$ cat src/rtl/debounce_pkg.sv
// debounce_pkg: shared defaults for the push-button debounce bank.
//   DEF_NUM_CH : default channel count
//   DEF_CNT_W  : default stability counter width (window = 2^CNT_W ticks)
//   DEF_RPT_W  : default auto-repeat counter width (period = 2^RPT_W ticks)
//   MAX_CH     : largest supported channel count
package debounce_pkg;

    localparam int DEF_NUM_CH = 4;
    localparam int DEF_CNT_W  = 18;
    localparam int DEF_RPT_W  = 8;
    localparam int MAX_CH     = 16;

endpackage

$ cat src/rtl/debounce_bank_if.sv
// debounce_bank_if: button-side and event-side signals of the debounce bank.
//   tick      : counter enable / prescale strobe
//   pb        : raw asynchronous active-high buttons
//   pb_level  : debounced levels
//   pb_down   : one-cycle press pulses
//   pb_up     : one-cycle release pulses
//   pb_repeat : one-cycle auto-repeat pulses (0 unless auto-repeat is built in)
//   pb_any    : OR of the debounced levels
// master drives tick/pb and observes the events; slave is the debounce bank.
interface debounce_bank_if
    import debounce_pkg::*;
#(
    parameter int NUM_CH = DEF_NUM_CH
);

    logic              tick;
    logic [NUM_CH-1:0] pb;
    logic [NUM_CH-1:0] pb_level;
    logic [NUM_CH-1:0] pb_down;
    logic [NUM_CH-1:0] pb_up;
    logic [NUM_CH-1:0] pb_repeat;
    logic              pb_any;

    modport master (
        output tick, pb,
        input  pb_level, pb_down, pb_up, pb_repeat, pb_any
    );

    modport slave (
        input  tick, pb,
        output pb_level, pb_down, pb_up, pb_repeat, pb_any
    );

endinterface

$ cat src/rtl/debounce_chan.sv
// debounce_chan: one push-button channel.
//   clk, rst_n : clock and synchronous active-low reset
//   tick       : counter enable
//   pb         : raw asynchronous button
//   level      : debounced level (registered state)
//   level_next : value level takes at the next edge (for the bank's pb_any)
//   down, up   : one-cycle pulses registered with the state toggle
//   rpt        : one-cycle auto-repeat pulse while held
// Optional feature: DEBOUNCE_BANK_AUTO_REPEAT_EN adds the auto-repeat counter;
// without it rpt is constant 0.
module debounce_chan
    import debounce_pkg::*;
#(
    parameter int CNT_W = DEF_CNT_W,
    parameter int RPT_W = DEF_RPT_W
) (
    input  logic clk,
    input  logic rst_n,
    input  logic tick,
    input  logic pb,
    output logic level,
    output logic level_next,
    output logic down,
    output logic up,
    output logic rpt
);

    logic             sync_p0;
    logic             sync_p1;
    logic             state;
    logic [CNT_W-1:0] cnt;
    logic             idle;
    logic             commit;

    // A channel is idle while the synchronized input agrees with the state;
    // any agreeing cycle, ticked or not, restarts the stability window.
    assign idle       = (state == sync_p1);
    assign commit     = !idle && tick && (&cnt);
    assign level_next = commit ? ~state : state;
    assign level      = state;

    // Synchronizer -> stability counter -> state and edge pulses
    always_ff @(posedge clk) begin
        if (!rst_n) begin
            sync_p0 <= 1'b0;
            sync_p1 <= 1'b0;
            state   <= 1'b0;
            cnt     <= '0;
            down    <= 1'b0;
            up      <= 1'b0;
        end else begin
            sync_p0 <= pb;
            sync_p1 <= sync_p0;
            if (idle || commit) begin
                cnt <= '0;
            end else if (tick) begin
                cnt <= cnt + 1'b1;
            end
            state <= level_next;
            down  <= commit && !state;
            up    <= commit && state;
        end
    end

`ifdef DEBOUNCE_BANK_AUTO_REPEAT_EN
    logic [RPT_W-1:0] rcnt;
    logic             rpt_hit;

    // A commit in either direction clears the repeat count, so a release on
    // the same edge as a would-be repeat suppresses that repeat.
    assign rpt_hit = state && tick && (&rcnt) && !commit;

    always_ff @(posedge clk) begin
        if (!rst_n) begin
            rcnt <= '0;
            rpt  <= 1'b0;
        end else begin
            if (!state || commit) begin
                rcnt <= '0;
            end else if (tick) begin
                rcnt <= rcnt + 1'b1;
            end
            rpt <= rpt_hit;
        end
    end
`else
    // Constant 0 for every legal repeat width.
    assign rpt = (RPT_W < 1);
`endif

endmodule

$ cat src/rtl/debounce_bank.sv
// debounce_bank: NUM_CH independent push-button debouncers.
//   clk   : system clock
//   rst_n : synchronous active-low reset
//   bus   : debounce_bank_if.slave (tick, pb in; pb_level, pb_down, pb_up,
//           pb_repeat, pb_any out)
// Each channel has a 2-FF synchronizer, a tick-gated stability counter that
// commits after 2^CNT_W consecutive disagreeing ticks, and registered
// level/press/release pulses. pb_any is registered from the channels'
// next-state levels so it changes on the same edge as pb_level.
// Optional feature: define DEBOUNCE_BANK_AUTO_REPEAT_EN for pb_repeat pulses
// every 2^RPT_W ticks while held; otherwise pb_repeat is constant 0.
module debounce_bank
    import debounce_pkg::*;
#(
    parameter int NUM_CH = DEF_NUM_CH,
    parameter int CNT_W  = DEF_CNT_W,
    parameter int RPT_W  = DEF_RPT_W
) (
    input logic            clk,
    input logic            rst_n,
    debounce_bank_if.slave bus
);

    logic [NUM_CH-1:0] level_next;

    for (genvar i = 0; i < NUM_CH; i++) begin : g_chan
        debounce_chan #(
            .CNT_W (CNT_W),
            .RPT_W (RPT_W)
        ) u_chan (
            .clk        (clk),
            .rst_n      (rst_n),
            .tick       (bus.tick),
            .pb         (bus.pb[i]),
            .level      (bus.pb_level[i]),
            .level_next (level_next[i]),
            .down       (bus.pb_down[i]),
            .up         (bus.pb_up[i]),
            .rpt        (bus.pb_repeat[i])
        );
    end

    // Aggregate level
    always_ff @(posedge clk) begin
        if (!rst_n) begin
            bus.pb_any <= 1'b0;
        end else begin
            bus.pb_any <= |level_next;
        end
    end

endmodule

$ cat src/flat_wrapper.sv
// flat-port wrapper written by rule: the top's interface ports become plain ports
module debounce_bank_flat import debounce_pkg::*;
#(
    parameter int NUM_CH = DEF_NUM_CH,
    parameter int CNT_W  = DEF_CNT_W,
    parameter int RPT_W  = DEF_RPT_W
)
  (clk, rst_n, bus_tick, bus_pb, bus_pb_level, bus_pb_down, bus_pb_up, bus_pb_repeat, bus_pb_any);
  debounce_bank_if #(.NUM_CH(NUM_CH)) bus_i ();
  input logic clk;
  input logic rst_n;
  input wire logic [$bits(bus_i.tick)-1:0] bus_tick;
  input wire logic [$bits(bus_i.pb)-1:0] bus_pb;
  output wire logic [$bits(bus_i.pb_level)-1:0] bus_pb_level;
  output wire logic [$bits(bus_i.pb_down)-1:0] bus_pb_down;
  output wire logic [$bits(bus_i.pb_up)-1:0] bus_pb_up;
  output wire logic [$bits(bus_i.pb_repeat)-1:0] bus_pb_repeat;
  output wire logic [$bits(bus_i.pb_any)-1:0] bus_pb_any;
  assign bus_i.tick = bus_tick;
  assign bus_i.pb = bus_pb;
  assign bus_pb_level = bus_i.pb_level;
  assign bus_pb_down = bus_i.pb_down;
  assign bus_pb_up = bus_i.pb_up;
  assign bus_pb_repeat = bus_i.pb_repeat;
  assign bus_pb_any = bus_i.pb_any;
  debounce_bank #(.NUM_CH(NUM_CH), .CNT_W(CNT_W), .RPT_W(RPT_W)) u_core (.clk(clk), .rst_n(rst_n), .bus(bus_i));
endmodule
$ cat config.mk
export PLATFORM = sky130hd
export DESIGN_NAME = debounce_bank_flat
export DESIGN_NICKNAME = d
export VERILOG_FILES = /design/src/rtl/debounce_pkg.sv /design/src/rtl/debounce_bank_if.sv /design/src/rtl/debounce_chan.sv /design/src/rtl/debounce_bank.sv /design/src/flat_wrapper.sv
export SDC_FILE = /design/constraint.sdc
export NUM_CORES = 1
export LEC_CHECK = 0
export ABC_AREA = 0
export ABC_CLOCK_PERIOD_IN_PS = 3000
export BUFFER_PORTS_ARGS = -buffer_cell sky130_fd_sc_hd__buf_4
export CAP_MARGIN = 20
export CORE_MARGIN = 2
export CORE_UTILIZATION = 55
export CTS_CLUSTER_SIZE = 10
export DETAILED_ROUTE_END_ITERATION = 10
export PLACE_DENSITY = 0.83
export SYNTH_ARGS = -nofsm -noshare
export SYNTH_HDL_FRONTEND = slang
export SYNTH_SLANG_ARGS = --single-unit
export TNS_END_PERCENT = 20
$ cat constraint.sdc
create_clock -name clk -period 3 [get_ports clk]
set_input_delay 0.3 -clock clk [delete_from_list [all_inputs] [get_ports clk]]
set_output_delay 0.3 -clock clk [all_outputs]
set_load 0.01 [all_outputs]
# Yosys cells after proc, flatten, opt, wreduce, memory -nomap -nowiden
# Index checks and enable logic that the tools add are counted.
dict set report totals {
  regBits 93
  word_cells 79
  output_inout_bits 17
  inputBits 7
}
dict set report op_classes {
  eq_ne 4
  n_bitwise 5
  add_sub_neg 4
  reduce_logical 37
  n_mux 4
}
# operator count
set op_table {}
lappend op_table {{$add 18x1->18 const B} 4}
lappend op_table {{$reduce_and 18->1} 4}
lappend op_table {{$logic_and 1x1->1} 16}
lappend op_table {{$logic_not 1->1} 8}
lappend op_table {{$reduce_or 2->1} 4}
lappend op_table {{$not 1->1} 5}
lappend op_table {{$eq 1x1->1} 4}
lappend op_table {{$logic_or 1x1->1} 4}
lappend op_table {{$mux 1} 4}
lappend op_table {{$reduce_or 4->1} 1}

# Longest topological paths before layout
dict set report logic_depth {
  word_depth 6
  ltp_mapped 7
  ltp_nobuf 6
}

# Cells and area by module
# Synthesis repeated with hierarchy kept, for this count alone.
dict set report hier_totals {
  cells_unflattened 470
  area_unflattened_um2 4277.9
}
# mod area_each_um2 seq_area_each_um2 cells_per_inst n_inst
set by_module_without_submodules {}
lappend by_module_without_submodules {{debounce_chan at u_core.g_chan[0].u_chan ...} 1061.0 460.4 117 3}
lappend by_module_without_submodules {{debounce_chan at u_core.g_chan[2].u_chan} 1063.5 460.4 117 1}
lappend by_module_without_submodules {debounce_bank 31.3 20.0 2 1}

# Least setup slack after synthesis
# Ideal clock, no wire load.
dict set report synth_path {
  path_kind {reg-to-reg}
  start {register u_core.g_chan[0].u_chan.cnt[0]}
  end {register u_core.bus.pb_any}
  stages_incl_launch_ff 8
  path_buffers 1
  t_arrival_ns 2.025
  period_less_slack_ns 2.105
  setup_time_ns 0.081
  t_required_ns 2.919
  path_slack_ns 0.895
  cell_sequence {dfxtp_1 ha_1 inv_1 or4_1 buf_2 nor3_1 ha_1 a41oi_1}
}
dict set report synth_between {
  elab_chain_len 4
}
# element line_no
set synth_lines {}
lappend synth_lines {{start, declared} debounce_chan.sv:31} ;# logic [CNT_W-1:0] cnt;
lappend synth_lines {{start signal, assigned} debounce_chan.sv:57} ;# cnt <= cnt + 1'b1;
lappend synth_lines {{$reduce_and 18->1} debounce_chan.sv:38} ;# assign commit = !idle && tick && (&cnt);
lappend synth_lines {{$logic_and 1x1->1} debounce_chan.sv:38}
lappend synth_lines {{$mux 1} debounce_chan.sv:39} ;# assign level_next = commit ? ~state : state;
lappend synth_lines {{$reduce_or 4->1} debounce_bank.sv:48} ;# bus.pb_any <= |level_next;
lappend synth_lines {{end signal, assigned} debounce_bank.sv:48}
lappend synth_lines {{end, declared} debounce_bank_if.sv:31} ;# output pb_level, pb_down, pb_up, pb_repeat, pb_any
# No other way between the ends.
# A chain may end at the register's enable or synchronous reset.

# Worst setup path in the final report
# Ends and elaborated chain as after synthesis.

==> flow_summary_export.csv <==
group,metric,value,unit
run_status,status,"completed",
logic_synthesis,ys_async_sr_fraction,0,%
sta,fin_ws,0.690,ns
sta,slew_violations,0,
worst_hold_path,min-delay-start,"bus_pb[3]",
cells_and_area,drive_above_1_share,10.5,%
worst_hold_path,hold_class,"input port to flop",
sta,relSlewSlack,53.0,%
routing,wl_per_cell,12.8,um
logic_synthesis,ys_types,44,
cells_and_area,final_cell_count_no_fill,575,
clock_network,cts_buffer_depth,2,
job,drv_cap,0,
placed_design,place_ws,0.683,ns
worst_hold_path,worstHoldPathCells,2,
critical_path,end_kind,"flop",
cells_and_area,layout.cells.most_common_list,"93 x dfxtp_1, 66 x nor2_1, 28 x xor2_1, 28 x xnor2_1, 25 x nand2_1",
sta,hold_viol_final,0,
critical_path,rr_worst_depth,6,
sta,period_minus_slack,2.31,ns
floorplanning,die_x,91.6,um
sta,finClkSkew,0.0132,ns
clock_network,cts_resized,0,
routing,via_count,3174,
floorplanning,io-pin-count,24,
global_routing,antenna_found_initial,0,
global_routing,use_met3,4.23,%
clock_network,hold_buffers,0,
logic_synthesis,synth-seq-cells,93,
critical_path,crit_path_max_fanout,6,
critical_path,r2r-start,"u_core.g_chan[0].u_chan.cnt[0]",
cells_and_area,fillers,599,
floorplanning,design.die.area,8390,um2
global_routing,grt_usage,19.0,%
cells_and_area,antenna_cells,0,
logic_synthesis,seq_area_frac_synth,44.1,%
placed_design,dp.cells,559,
global_routing,grt_pass1_vias,2887,
floorplanning,die_y,91.6,um
power_and_ir_drop,power.total,2.23,mW
critical_path,cp-start-kind,"flop",
clock_network,clkLatencyLatePin,0.37,ns
global_routing,grt_pass1_wl,13000,um
critical_path,r2r-end,"u_core.bus.pb_any",
placed_design,io_buffers,19,
cells_and_area,area_delta_synth_final,7.80,%
logic_synthesis,synth_flop_cell,"dfxtp_1",
placed_design,gp_congestion,0.833,
routing,ant_nets,0,
cells_and_area,multi_input_area,2120,um2
routing,drt_iter0_drc,139,
logic_synthesis,netlist_instances,467,
power_and_ir_drop,max-vdd-ir-drop,0.000248,V
clock_network,cts.sinks,93,
logic_synthesis,synth-edff-count,0,
logic_synthesis,netlist_area,4220,um2
clock_network,clk_pin_slew,0.10,ns
routing,wl,7370,um
critical_path,worstSetupPathType,"flop to flop",
global_routing,grtUsageMet2,31.6,%
floorplanning,start_util,57.5,%
global_routing,grt.overflow.total,0,
critical_path,cp.required,3.30,ns
clock_network,postCtsSetupBuffers,0,
clock_network,cts_root_buf,"clkbuf_8",
sta,fin_tns_setup,0,ns
sta,worst_pin_slew,0.704,ns
clock_network,cts_tree,"built",
placed_design,dpl.hpwl,5060,um
routing,via_per_inst,5.52,
floorplanning,fp-row-count,31,
cells_and_area,layout_commonest_cell,"dfxtp_1",
critical_path,arrival,2.61,ns
worst_hold_path,hold_path_end,"u_core.g_chan[3].u_chan.sync_p0",
clock_network,htreeDepth,3,
global_routing,grt_max_degree,23,
global_routing,grt-busiest-layer,"met2",
sta,finalCritPeriodShare,77.0,%
critical_path,r2r_slack,0.69,ns
logic_synthesis,syn_area_per_cell,9.03,um2
floorplanning,coreArea,7330,um2
clock_network,cts_made_buffers,9,
logic_synthesis,yosysWarnings,0,
sta,max_clock_freq,0.433,GHz
power_and_ir_drop,powerDensity,490,nW/um2
routing,drcViolationCount,0,
sta,setup_violations,0,
cells_and_area,seqCellArea,1860,um2
routing,drtPass1Iterations,4,
cells_and_area,final_nets,490,
sta,rsz0062_at_grt,"false",
global_routing,grt.met1_usage,23.5,%
power_and_ir_drop,static-leakage-power,1.52,nW
## sequential cells by signal, summed over array words and instances, names as in the netlist
name and count:
u_core.g_chan.u_chan.sync_p0 4, u_core.g_chan.u_chan.up 4, u_core.g_chan.u_chan.down 4, u_core.g_chan.u_chan.level 4, u_core.g_chan.u_chan.cnt 72, u_core.g_chan.u_chan.sync_p1 4
u_core.bus.pb_any 1
## critical path, stage by stage (launching register included)
cell and delay (ns):
dfxtp_1 0.44, ha_1 0.27, inv_1 0.09, or4_1 0.66, nor3_1 0.30, ha_1 0.30, a41oi_1 0.19
## report_power, final
group,internal [mW],switching [mW],total [mW]
logic,0.0164,0.0268,0.0432
registers,1.24,0.00282,1.24
clock network,0.498,0.446,0.943
## metrics by stage
step / utilization [%] / hold WS [ns] / cell area, um2
2_1_floorplan: - / 0.412 / 4230
3_3_place_gp: 58.9 / 0.417 / 4320
3_5_place_dp: 58.9 / 0.419 / 4320
4_1_cts: 62.0 / 0.120 / 4550
5_1_grt: 62.0 / 0.119 / 4550
6_report: 62.0 / 0.134 / 4550
## layout make-up
| class | instances | share of cell area [%] |
|---|---|---|
| multi-input combinational | 331 | 46.6 |
| sequential | 93 | 40.9 |
| timing repair buffer | 21 | 3.47 |
| clock buffer | 10 | 3.03 |
| tap | 99 | 2.72 |
| clock inverter | 6 | 2.04 |
| inverter | 15 | 1.24 |
## synthesized netlist by cell type (2+ instances only)
| library cell | n | share of area [%] |
|---|---|---|
| and2_1 | 17 | 2.5 |
| buf_2 | 4 | 0.47 |
| ha_1 | 12 | 3.6 |
| nand3b_1 | 2 | 0.36 |
| clkbuf_1 | 7 | 0.62 |
| xnor2_1 | 28 | 5.8 |
| or3_1 | 9 | 1.3 |
| o31ai_1 | 3 | 0.53 |
| nand4_2 | 2 | 0.59 |
| and4_1 | 8 | 1.7 |
| xor2_1 | 28 | 5.8 |
| nand2_1 | 25 | 2.2 |
| dfxtp_1 | 93 | 44 |
| and3_1 | 6 | 0.89 |
| a31oi_1 | 2 | 0.30 |
| nand4_4 | 2 | 1.0 |
| nor2_1 | 66 | 5.9 |
| nor3_1 | 10 | 1.2 |
| nand3_1 | 23 | 2.7 |
| nor4_1 | 12 | 1.8 |
| or4_1 | 5 | 0.89 |
| buf_4 | 17 | 3.0 |
| a21oi_1 | 15 | 1.8 |
| a31o_2 | 3 | 0.62 |
| nand4_1 | 24 | 3.6 |
| inv_1 | 15 | 1.3 |
| o21ai_0 | 9 | 1.1 |
| mux2i_1 | 4 | 0.95 |
## cells by family after synthesis
logic type / Yosys count / synth area share, %
and+or+nand+nor: 217 / 27.8
DFF: 93 / 44.1
xor gates and xnor gates: 56 / 11.6
buffers and inverters: 46 / 5.93
AOI/OAI and AO/OA: 38 / 5.90
adders and majority gates: 12 / 3.56
muxes: 4 / 0.949
other: 1 / 0.0889
## worst max path at each step
stage	slack [ns]	endpoint	startpoint	depth (start not counted)
finish	0.69	u_core.bus.pb_any	u_core.g_chan[0].u_chan.cnt[0]	6
global route	0.51	u_core.g_chan[0].u_chan.cnt[15]	u_core.g_chan[0].u_chan.cnt[0]	5
CTS	0.67	u_core.bus.pb_any	u_core.g_chan[0].u_chan.cnt[0]	6
detailed placement	0.68	u_core.bus.pb_any	u_core.g_chan[0].u_chan.cnt[0]	6
global placement	0.75	u_core.bus.pb_any	u_core.g_chan[0].u_chan.cnt[0]	6
floorplan	0.89	u_core.bus.pb_any	u_core.g_chan[0].u_chan.cnt[0]	7
## layer usage
metal	part of all wire [%]	wire length [um]
met3	3.3	241
met2	48	3550
met1	46	3410
met4	2.1	158
met5	0	0
(Power assumes the default switching activity.)
